### config.mk
export PLATFORM = sky130hd
export DESIGN_NAME = flash_phy_rd_buf_array_flat
export DESIGN_NICKNAME = d
export VERILOG_FILES = /design/src/rtl/flash_phy_pkg.sv /design/src/rtl/flash_phy_rd_buf_array_if.sv /design/src/rtl/flash_phy_rd_buf_lru.sv /design/src/rtl/flash_phy_rd_buf_array.sv /design/src/flat_wrapper.sv
export SDC_FILE = /design/constraint.sdc
export NUM_CORES = 1
export LEC_CHECK = 0
export CORE_MARGIN = 2
export CORE_UTILIZATION = 55
export DETAILED_ROUTE_END_ITERATION = 8
export DONT_BUFFER_PORTS = 1
export PLACE_DENSITY = 0.72
export SLEW_MARGIN = 5
export SYNTH_ARGS = -nofsm -noshare
export SYNTH_HDL_FRONTEND = slang
export SYNTH_HIERARCHICAL = 1
export SYNTH_SLANG_ARGS = --single-unit
### constraint.sdc
create_clock -name clk_i -period 7.1 [get_ports clk_i]
set_input_delay 0.71 -clock clk_i [delete_from_list [all_inputs] [get_ports clk_i]]
set_output_delay 0.71 -clock clk_i [all_outputs]
set_load 0.005 [all_outputs]
### src/rtl/flash_phy_pkg.sv
// Flash PHY shared types: read buffer entry attributes, partition select,
// the read buffer entry record and its tag compare helper.
// No ports; imported by the read buffer array, its interface and LRU tracker.
package flash_phy_pkg;

  // Storage widths of one read buffer entry.
  localparam int unsigned RdBufAddrW    = 16;
  localparam int unsigned RdBufDataW    = 64;
  localparam int unsigned RdBufInfoSelW = 2;

  typedef enum logic {
    FlashPartData = 1'b0,
    FlashPartInfo = 1'b1
  } flash_part_e;

  typedef enum logic [1:0] {
    Invalid = 2'd0,
    Wip     = 2'd1,
    Valid   = 2'd2
  } rd_buf_attr_e;

  typedef struct packed {
    logic [RdBufAddrW-1:0]    addr;
    flash_part_e              part;
    logic [RdBufInfoSelW-1:0] info_sel;
    logic [RdBufDataW-1:0]    data;
    logic                     err;
    rd_buf_attr_e             attr;
  } rd_buf_t;

  // Full tag compare (address, partition, info select); ignores attr.
  function automatic logic rd_buf_tag_match(input rd_buf_t                  e,
                                            input logic [RdBufAddrW-1:0]    addr,
                                            input logic                     part,
                                            input logic [RdBufInfoSelW-1:0] info_sel);
    return (e.addr == addr) && (logic'(e.part) == part) && (e.info_sel == info_sel);
  endfunction

endpackage

### src/rtl/flash_phy_rd_buf_array_if.sv
// Read buffer array bus: lookup/hit, allocate, fill (update), wipe and the
// per-entry attribute view. slave = the buffer array, master = its user.
// All hit/alloc responses are combinational against the same-cycle request.
interface flash_phy_rd_buf_array_if
  import flash_phy_pkg::*;
#(
  parameter int unsigned NumBuf   = 4,
  parameter int unsigned AddrW    = RdBufAddrW,
  parameter int unsigned DataW    = RdBufDataW,
  parameter int unsigned InfoSelW = RdBufInfoSelW
);
  localparam int unsigned IdxW = $clog2(NumBuf);

  logic                en_i;
  logic                lookup_i;
  logic [AddrW-1:0]    lookup_addr_i;
  logic                lookup_part_i;
  logic [InfoSelW-1:0] lookup_info_sel_i;
  logic                hit_o;
  logic [IdxW-1:0]     hit_idx_o;
  logic                hit_wip_o;
  logic [DataW-1:0]    rd_data_o;
  logic                rd_err_o;
  logic                alloc_i;
  logic                alloc_gnt_o;
  logic [IdxW-1:0]     alloc_idx_o;
  logic                update_i;
  logic [IdxW-1:0]     update_idx_i;
  logic [DataW-1:0]    data_i;
  logic                err_i;
  logic                wipe_i;
  logic [AddrW-1:0]    wipe_addr_i;
  logic                wipe_part_i;
  logic [InfoSelW-1:0] wipe_info_sel_i;
  rd_buf_attr_e [NumBuf-1:0] attr_o;

  modport slave (
    input  en_i, lookup_i, lookup_addr_i, lookup_part_i, lookup_info_sel_i,
    input  alloc_i, update_i, update_idx_i, data_i, err_i,
    input  wipe_i, wipe_addr_i, wipe_part_i, wipe_info_sel_i,
    output hit_o, hit_idx_o, hit_wip_o, rd_data_o, rd_err_o,
    output alloc_gnt_o, alloc_idx_o, attr_o
  );

  modport master (
    output en_i, lookup_i, lookup_addr_i, lookup_part_i, lookup_info_sel_i,
    output alloc_i, update_i, update_idx_i, data_i, err_i,
    output wipe_i, wipe_addr_i, wipe_part_i, wipe_info_sel_i,
    input  hit_o, hit_idx_o, hit_wip_o, rd_data_o, rd_err_o,
    input  alloc_gnt_o, alloc_idx_o, attr_o
  );

endinterface

### src/rtl/flash_phy_rd_buf_lru.sv
// Per-entry age tracking (0 = most recent) and replacement victim choice.
// Ports: touch_i/touch_idx_i mark an entry most recent at the next edge;
// attr_i in, victim_idx_o/victim_vld_o combinational out (no Wip victims).
module flash_phy_rd_buf_lru
  import flash_phy_pkg::*;
#(
  parameter  int unsigned NumBuf = 4,
  localparam int unsigned IdxW   = $clog2(NumBuf)
) (
  input  logic                      clk_i,
  input  logic                      rst_ni,
  input  logic                      touch_i,
  input  logic [IdxW-1:0]           touch_idx_i,
  input  rd_buf_attr_e [NumBuf-1:0] attr_i,
  output logic [IdxW-1:0]           victim_idx_o,
  output logic                      victim_vld_o
);

  // Ages always form a permutation of 0..NumBuf-1, so the oldest Valid
  // entry is unique.
  logic [IdxW-1:0] age_q [NumBuf];
  logic [IdxW-1:0] age_d [NumBuf];

  always_comb begin
    age_d = age_q;
    if (touch_i) begin
      for (int i = 0; i < NumBuf; i++) begin
        if (IdxW'(i) == touch_idx_i) begin
          age_d[i] = '0;
        end else if (age_q[i] < age_q[touch_idx_i]) begin
          age_d[i] = age_q[i] + 1'b1;
        end
      end
    end
  end

  always_ff @(posedge clk_i or negedge rst_ni) begin
    if (!rst_ni) begin
      for (int i = 0; i < NumBuf; i++) age_q[i] <= IdxW'(i);
    end else begin
      age_q <= age_d;
    end
  end

  logic            inv_found, val_found;
  logic [IdxW-1:0] inv_idx, lru_idx, lru_age;

  always_comb begin
    inv_found = 1'b0;
    inv_idx   = '0;
    // Descending scan so the lowest Invalid index wins.
    for (int i = NumBuf - 1; i >= 0; i--) begin
      if (attr_i[i] == Invalid) begin
        inv_found = 1'b1;
        inv_idx   = IdxW'(i);
      end
    end
    val_found = 1'b0;
    lru_idx   = '0;
    lru_age   = '0;
    for (int i = 0; i < NumBuf; i++) begin
      if (attr_i[i] == Valid && (!val_found || age_q[i] > lru_age)) begin
        val_found = 1'b1;
        lru_idx   = IdxW'(i);
        lru_age   = age_q[i];
      end
    end
  end

  assign victim_vld_o = inv_found | val_found;
  assign victim_idx_o = inv_found ? inv_idx : lru_idx;

endmodule

### src/rtl/flash_phy_rd_buf_array.sv
// Flash PHY read buffer array: tagged entries (Invalid/Wip/Valid) with
// combinational lookup, LRU allocation, fill via update and wipe by tag.
// Ports: clk_i, rst_ni (async, active-low), bus (slave side of the array bus).
module flash_phy_rd_buf_array
  import flash_phy_pkg::*;
#(
  parameter int unsigned NumBuf   = 4,
  parameter int unsigned AddrW    = RdBufAddrW,
  parameter int unsigned DataW    = RdBufDataW,
  parameter int unsigned InfoSelW = RdBufInfoSelW
) (
  input logic                      clk_i,
  input logic                      rst_ni,
  flash_phy_rd_buf_array_if.slave  bus
);

  localparam int unsigned IdxW = $clog2(NumBuf);

  // Entries are stored in the shared package record, so the data/tag widths
  // must equal the package widths.
  if (AddrW != RdBufAddrW || DataW != RdBufDataW || InfoSelW != RdBufInfoSelW ||
      NumBuf < 2 || NumBuf > 16) begin : gen_param_err
    $error("flash_phy_rd_buf_array: unsupported parameter combination");
  end

  rd_buf_t entry_q [NumBuf];
  rd_buf_t entry_d [NumBuf];

  // Lookup
  logic [NumBuf-1:0] hit_vec;
  logic [IdxW-1:0]   hit_idx;
  logic              hit, hit_wip;

  always_comb begin
    hit_vec = '0;
    hit_idx = '0;
    for (int i = 0; i < NumBuf; i++) begin
      hit_vec[i] = bus.lookup_i & bus.en_i & (entry_q[i].attr != Invalid) &
                   rd_buf_tag_match(entry_q[i], bus.lookup_addr_i,
                                    bus.lookup_part_i, bus.lookup_info_sel_i);
    end
    for (int i = NumBuf - 1; i >= 0; i--) begin
      if (hit_vec[i]) hit_idx = IdxW'(i);
    end
  end

  assign hit     = |hit_vec;
  assign hit_wip = hit & (entry_q[hit_idx].attr == Wip);

  assign bus.hit_o     = hit;
  assign bus.hit_idx_o = hit_idx;
  assign bus.hit_wip_o = hit_wip;
  assign bus.rd_data_o = hit ? entry_q[hit_idx].data : '0;
  assign bus.rd_err_o  = hit & entry_q[hit_idx].err;

  // Allocation and recency
  rd_buf_attr_e [NumBuf-1:0] attr_vec;
  logic [IdxW-1:0] victim_idx;
  logic            victim_vld;
  logic            wipe_same_tag, alloc_gnt, touch;
  logic [IdxW-1:0] touch_idx;

  always_comb begin
    attr_vec = '0;
    for (int i = 0; i < NumBuf; i++) attr_vec[i] = entry_q[i].attr;
  end

  // Refuse to allocate a tag that is being wiped in the same cycle; the
  // new entry would otherwise hold a fill the wiper expects to be gone.
  assign wipe_same_tag = bus.wipe_i &&
                         bus.wipe_addr_i     == bus.lookup_addr_i &&
                         bus.wipe_part_i     == bus.lookup_part_i &&
                         bus.wipe_info_sel_i == bus.lookup_info_sel_i;
  assign alloc_gnt = bus.alloc_i & bus.en_i & victim_vld & ~wipe_same_tag;

  // A grant takes the touch slot; otherwise a hit on a Valid entry does.
  assign touch     = alloc_gnt | (hit & ~hit_wip);
  assign touch_idx = alloc_gnt ? victim_idx : hit_idx;

  assign bus.alloc_gnt_o = alloc_gnt;
  assign bus.alloc_idx_o = victim_idx;
  assign bus.attr_o      = attr_vec;

  flash_phy_rd_buf_lru #(
    .NumBuf (NumBuf)
  ) u_lru (
    .clk_i        (clk_i),
    .rst_ni       (rst_ni),
    .touch_i      (touch),
    .touch_idx_i  (touch_idx),
    .attr_i       (attr_vec),
    .victim_idx_o (victim_idx),
    .victim_vld_o (victim_vld)
  );

  // Entry next state. Order matters: update, then wipe (wipe beats a fill
  // on the same entry), then alloc. The victim is never Wip, so it cannot
  // be the update target; an alloc into a victim whose old tag is being
  // wiped still installs the new tag.
  always_comb begin
    for (int i = 0; i < NumBuf; i++) begin
      entry_d[i] = entry_q[i];
      if (!bus.en_i) begin
        entry_d[i].attr = Invalid;
      end else begin
        if (bus.update_i && bus.update_idx_i == IdxW'(i) && entry_q[i].attr == Wip) begin
          entry_d[i].data = bus.data_i;
          entry_d[i].err  = bus.err_i;
          entry_d[i].attr = Valid;
        end
        if (bus.wipe_i && entry_q[i].attr != Invalid &&
            rd_buf_tag_match(entry_q[i], bus.wipe_addr_i, bus.wipe_part_i,
                             bus.wipe_info_sel_i)) begin
          entry_d[i].attr = Invalid;
          entry_d[i].err  = 1'b0;
        end
        if (alloc_gnt && victim_idx == IdxW'(i)) begin
          entry_d[i].addr     = bus.lookup_addr_i;
          entry_d[i].part     = flash_part_e'(bus.lookup_part_i);
          entry_d[i].info_sel = bus.lookup_info_sel_i;
          entry_d[i].err      = 1'b0;
          entry_d[i].attr     = Wip;
        end
      end
    end
  end

  always_ff @(posedge clk_i or negedge rst_ni) begin
    if (!rst_ni) begin
      for (int i = 0; i < NumBuf; i++) begin
        entry_q[i] <= '{addr: '0, part: FlashPartData, info_sel: '0,
                        data: '0, err: 1'b0, attr: Invalid};
      end
    end else begin
      entry_q <= entry_d;
    end
  end

`ifndef SYNTHESIS
  HitOneHot_A: assert property (@(posedge clk_i) disable iff (!rst_ni)
    $onehot0(hit_vec));
  UpdateWip_A: assert property (@(posedge clk_i) disable iff (!rst_ni)
    (bus.update_i && bus.en_i) |-> (entry_q[bus.update_idx_i].attr == Wip));
  AllocMiss_A: assert property (@(posedge clk_i) disable iff (!rst_ni)
    bus.alloc_i |-> !hit);
`endif

endmodule

### src/flat_wrapper.sv
// flat-port wrapper written by rule: the top's interface ports become plain ports
module flash_phy_rd_buf_array_flat import flash_phy_pkg::*;
#(
  parameter int unsigned NumBuf   = 4,
  parameter int unsigned AddrW    = RdBufAddrW,
  parameter int unsigned DataW    = RdBufDataW,
  parameter int unsigned InfoSelW = RdBufInfoSelW
)
  (clk_i, rst_ni, bus_en_i, bus_lookup_i, bus_lookup_addr_i, bus_lookup_part_i, bus_lookup_info_sel_i, bus_alloc_i, bus_update_i, bus_update_idx_i, bus_data_i, bus_err_i, bus_wipe_i, bus_wipe_addr_i, bus_wipe_part_i, bus_wipe_info_sel_i, bus_hit_o, bus_hit_idx_o, bus_hit_wip_o, bus_rd_data_o, bus_rd_err_o, bus_alloc_gnt_o, bus_alloc_idx_o, bus_attr_o);
  flash_phy_rd_buf_array_if #(.NumBuf(NumBuf), .AddrW(AddrW), .DataW(DataW), .InfoSelW(InfoSelW)) bus_i ();
  input logic clk_i;
  input logic rst_ni;
  input wire logic [$bits(bus_i.en_i)-1:0] bus_en_i;
  input wire logic [$bits(bus_i.lookup_i)-1:0] bus_lookup_i;
  input wire logic [$bits(bus_i.lookup_addr_i)-1:0] bus_lookup_addr_i;
  input wire logic [$bits(bus_i.lookup_part_i)-1:0] bus_lookup_part_i;
  input wire logic [$bits(bus_i.lookup_info_sel_i)-1:0] bus_lookup_info_sel_i;
  input wire logic [$bits(bus_i.alloc_i)-1:0] bus_alloc_i;
  input wire logic [$bits(bus_i.update_i)-1:0] bus_update_i;
  input wire logic [$bits(bus_i.update_idx_i)-1:0] bus_update_idx_i;
  input wire logic [$bits(bus_i.data_i)-1:0] bus_data_i;
  input wire logic [$bits(bus_i.err_i)-1:0] bus_err_i;
  input wire logic [$bits(bus_i.wipe_i)-1:0] bus_wipe_i;
  input wire logic [$bits(bus_i.wipe_addr_i)-1:0] bus_wipe_addr_i;
  input wire logic [$bits(bus_i.wipe_part_i)-1:0] bus_wipe_part_i;
  input wire logic [$bits(bus_i.wipe_info_sel_i)-1:0] bus_wipe_info_sel_i;
  output wire logic [$bits(bus_i.hit_o)-1:0] bus_hit_o;
  output wire logic [$bits(bus_i.hit_idx_o)-1:0] bus_hit_idx_o;
  output wire logic [$bits(bus_i.hit_wip_o)-1:0] bus_hit_wip_o;
  output wire logic [$bits(bus_i.rd_data_o)-1:0] bus_rd_data_o;
  output wire logic [$bits(bus_i.rd_err_o)-1:0] bus_rd_err_o;
  output wire logic [$bits(bus_i.alloc_gnt_o)-1:0] bus_alloc_gnt_o;
  output wire logic [$bits(bus_i.alloc_idx_o)-1:0] bus_alloc_idx_o;
  output wire logic [$bits(bus_i.attr_o)-1:0] bus_attr_o;
  assign bus_i.en_i = bus_en_i;
  assign bus_i.lookup_i = bus_lookup_i;
  assign bus_i.lookup_addr_i = bus_lookup_addr_i;
  assign bus_i.lookup_part_i = bus_lookup_part_i;
  assign bus_i.lookup_info_sel_i = bus_lookup_info_sel_i;
  assign bus_i.alloc_i = bus_alloc_i;
  assign bus_i.update_i = bus_update_i;
  assign bus_i.update_idx_i = bus_update_idx_i;
  assign bus_i.data_i = bus_data_i;
  assign bus_i.err_i = bus_err_i;
  assign bus_i.wipe_i = bus_wipe_i;
  assign bus_i.wipe_addr_i = bus_wipe_addr_i;
  assign bus_i.wipe_part_i = bus_wipe_part_i;
  assign bus_i.wipe_info_sel_i = bus_wipe_info_sel_i;
  assign bus_hit_o = bus_i.hit_o;
  assign bus_hit_idx_o = bus_i.hit_idx_o;
  assign bus_hit_wip_o = bus_i.hit_wip_o;
  assign bus_rd_data_o = bus_i.rd_data_o;
  assign bus_rd_err_o = bus_i.rd_err_o;
  assign bus_alloc_gnt_o = bus_i.alloc_gnt_o;
  assign bus_alloc_idx_o = bus_i.alloc_idx_o;
  assign bus_attr_o = bus_i.attr_o;
  flash_phy_rd_buf_array #(.NumBuf(NumBuf), .AddrW(AddrW), .DataW(DataW), .InfoSelW(InfoSelW)) u_core (.clk_i(clk_i), .rst_ni(rst_ni), .bus(bus_i));
endmodule
==> run metrics <==
relative slew slack=26.4%; worst clock skew=0.0258 ns; sequential share of power=46.2%; total negative slack=0 ns; final setup vio count=0; CTS Sinks=352; Min Hold Slack=-0.153 ns; syn nets=1717; fmax=155 MHz; # rows=68; yosys warns=6; Final Core Density=59.7%; power per cell area=277 nW/um2; worst slew pin tran=1.10 ns; internal power=4200 uW; RePlAce Congestion=0.880; Async SR Flop Fraction=100%; endpoint class of the critical path=flop; max-slew violations=0; gr usage total=27.3%; flops & latches, synth=352; IO Count=192; post-DP HPWL=29.8 mm; Avg Vias per Cell=6.39; Crit Path Class=flop to flop; routed wire length=48.9 mm; Post-Syn Instances=1595; setup bufs post-CTS=0; RSZ-0062 raised after global routing=false; Final Hold Fails=224; TritonCTS Buffers=41; switching share of power=26.1%; failing checks=hold timing; n_diodes=0; status=finished, violations left; most frequent cells in the layout=dfrtp_1, mux2_2, xnor2_1, a211oi_1, inv_1; DIE WIDTH=190 um; chip height=190 um; maxcap violations=0; Data required, critical path=7.53 ns; worst vdd ir=260 uV; Min-Delay Path Class=input port to async pin; clk_lat worst skew=0.56 ns; Detailed Routing Iterations Pass 1=5; kind of start point of the critical path=flop; clock slew at reported path FFs=0.06 ns; post-synthesis sequential area ratio=46.2%; share of post-route cells with drive strength above 1=29.9%; port bufs=0; root buffer selected by CTS=clkbuf_16; Via Count=12800; largest net degree at the start of global routing=353; starting density of the core=55.4%; combinational fraction of design power=16.3%; period utilization=91.1%; Worst Path Max Fanout=8; clock buffer depth=3; grt ovf=0; min Tclk post-route=6.47 ns; global-route wire length before repair=76.9 mm; Distinct cells, synth=60; Switch Pwr=1480 uW; area growth from synthesis to layout=7.75%; CP Data Arrival Time=6.90 ns; fin nets=1632; DRC viols=0; leading cell type in the layout, fill and taps excluded=dfrtp_1; DR WL/cell=24.5 um; Post-DRT Antenna Nets=0; initial antenna violation count=0; DRT iter0 DRCs=840; H-Tree Depth=2; Avg Synthesized Cell Area=11.9 um2; static leakage=0.00919 uW; Clk pwr share=37.5%; core area=34400 um2; vias in the first global route=13600; TritonCTS clock tree=built; Synth Flop Type=dfrtp_1; Syn Std Cell Area=19100 um2; die footprint=36200 um2; flop2flop setup slack=0.63 ns; Post-synth EDFFs=0
## stage by stage
step | cells | cell area, um2 | total power (uW) | setup slack, ns
after floorplan | 1595 | 19100 | 3380 | 1.49
after global placement | 1922 | 19200 | 3500 | 0.886
after detailed placement | 1922 | 19200 | 3560 | 0.536
after CTS | 1996 | 20500 | 5710 | 0.506
after global routing | 1996 | 20500 | 5930 | 0.128
final | 1996 | 20500 | 5680 | 0.630
## cells by family (layout without fill, tap and decap cells)
kind of cell             Yosys count  count (layout)  synth area share [%]
multiplexers                     400             400                  23.3
flip-flops                       352             352                  46.2
AO/OA/AOI/OAI                    272             272                  11.6
buffers and inverters            227             173                  5.29
XOR/XNOR                         171             171                  7.86
AND/OR/NAND/NOR                  163             163                  5.01
adder cells (fa/ha/maj)           10              10                 0.656
## timing repair
item,4_1_cts,5_1_grt
resized for setup,0,2
endpoints found under the setup margin,0,2
endpoints found under the hold margin,348,348
## Yosys cell counts, drive strengths merged, types with 3 or more instances
cell type	count	area, um2
dfrtp	348	8710
mux2	333	3750
a211oi	134	1120
xnor2	116	1020
clkbuf	100	375
inv	81	304
a2111oi	70	613
mux2i	65	651
xor2	55	482
buf	45	325
nand4	40	250
nor4	22	159
nor2	21	78.8
o21ai	21	105
nand2	16	60.1
nor3	16	80.1
ha	10	125
nand2b	10	62.6
nor2b	9	56.3
nand4b	7	61.3
a21oi	5	25.0
a31oi	5	31.3
o211ai	5	37.5
or3	5	31.3
a22o	4	35.0
dfstp	4	105
nand3	4	20.0
nor4b	4	35.0
a211o	3	26.3
a21boi	3	22.5
a41o	3	30.0
and2	3	18.8
o211a	3	30.0
o21bai	3	22.5
## power by group through the flow
stage	Combinational, uW	Sequential (uW)	Clock, uW
after floorplan	797	2590	0
after global placement	875	2630	0
after detailed placement	910	2650	0
after CTS	918	2620	2170
after global routing	1010	2670	2260
final	926	2620	2130
## layer usage
| layer | share of wire (%) | up-vias | global-route usage [%] |
|---|---|---|---|
| met5 | 0 | - | 0 |
| met4 | 2.7 | 0 | 8.77 |
| met3 | 7.3 | 92 | 6.95 |
| met2 | 49 | 410 | 45.9 |
| met1 | 41 | 6572 | 34.6 |
| li1 | - | 5681 | - |
## state kept, by name, summed over array words and instances, names as in the netlist
signal              count
u_core/u_lru/age_q      8
u_core/entry_q        336
u_core/bus.attr_o       8
## worst paths after layout
check | to | startpoint | depth (start not counted)
setup reg to reg | u_core/u_lru/age_q[6] | u_core/bus.attr_o[1] | 24
setup / recovery | u_core/u_lru/age_q[6] | u_core/bus.attr_o[1] | 24
max in group asynchronous | u_core/entry_q[143] | rst_ni | 0
hold reg to reg | u_core/entry_q[107] | u_core/entry_q[107] | 1
min in group clk_i | u_core/entry_q[2] | bus_en_i | 1
hold / removal | u_core/entry_q[334] | rst_ni | 0
## final cells by class
type | instances | area (um2)
flip-flops and latches | 352 | 8810
clock inverters | 13 | 153
fillers | 2789 | 13800
clock buffers | 61 | 1220
multi-input cells | 1016 | 9330
repair buffers | 17 | 140
well taps | 455 | 569
inverters | 82 | 308
## worst max-delay path, cell delays in order (launching register included)
cell and delay [ns]:
dfrtp_1 0.47, nor2b_1 0.36, nand2_1 0.16, ha_1 0.34
nand2b_1 0.08, a221oi_2 0.34, o21a_1 0.21, nor2_1 0.05
ha_1 0.28, nor2b_1 0.14, o21ai_1 0.25, a21oi_1 0.15
o31ai_1 0.23, ha_1 0.29, a221oi_1 0.36, o21bai_1 0.14
o311ai_1 0.29, nand2_1 0.10, o21ai_1 0.33, mux4_1 0.61
inv_1 0.15, ha_1 0.27, nor3b_1 0.32, o21ai_0 0.18
a22o_1 0.25
Power figures use the tool's default switching activity.
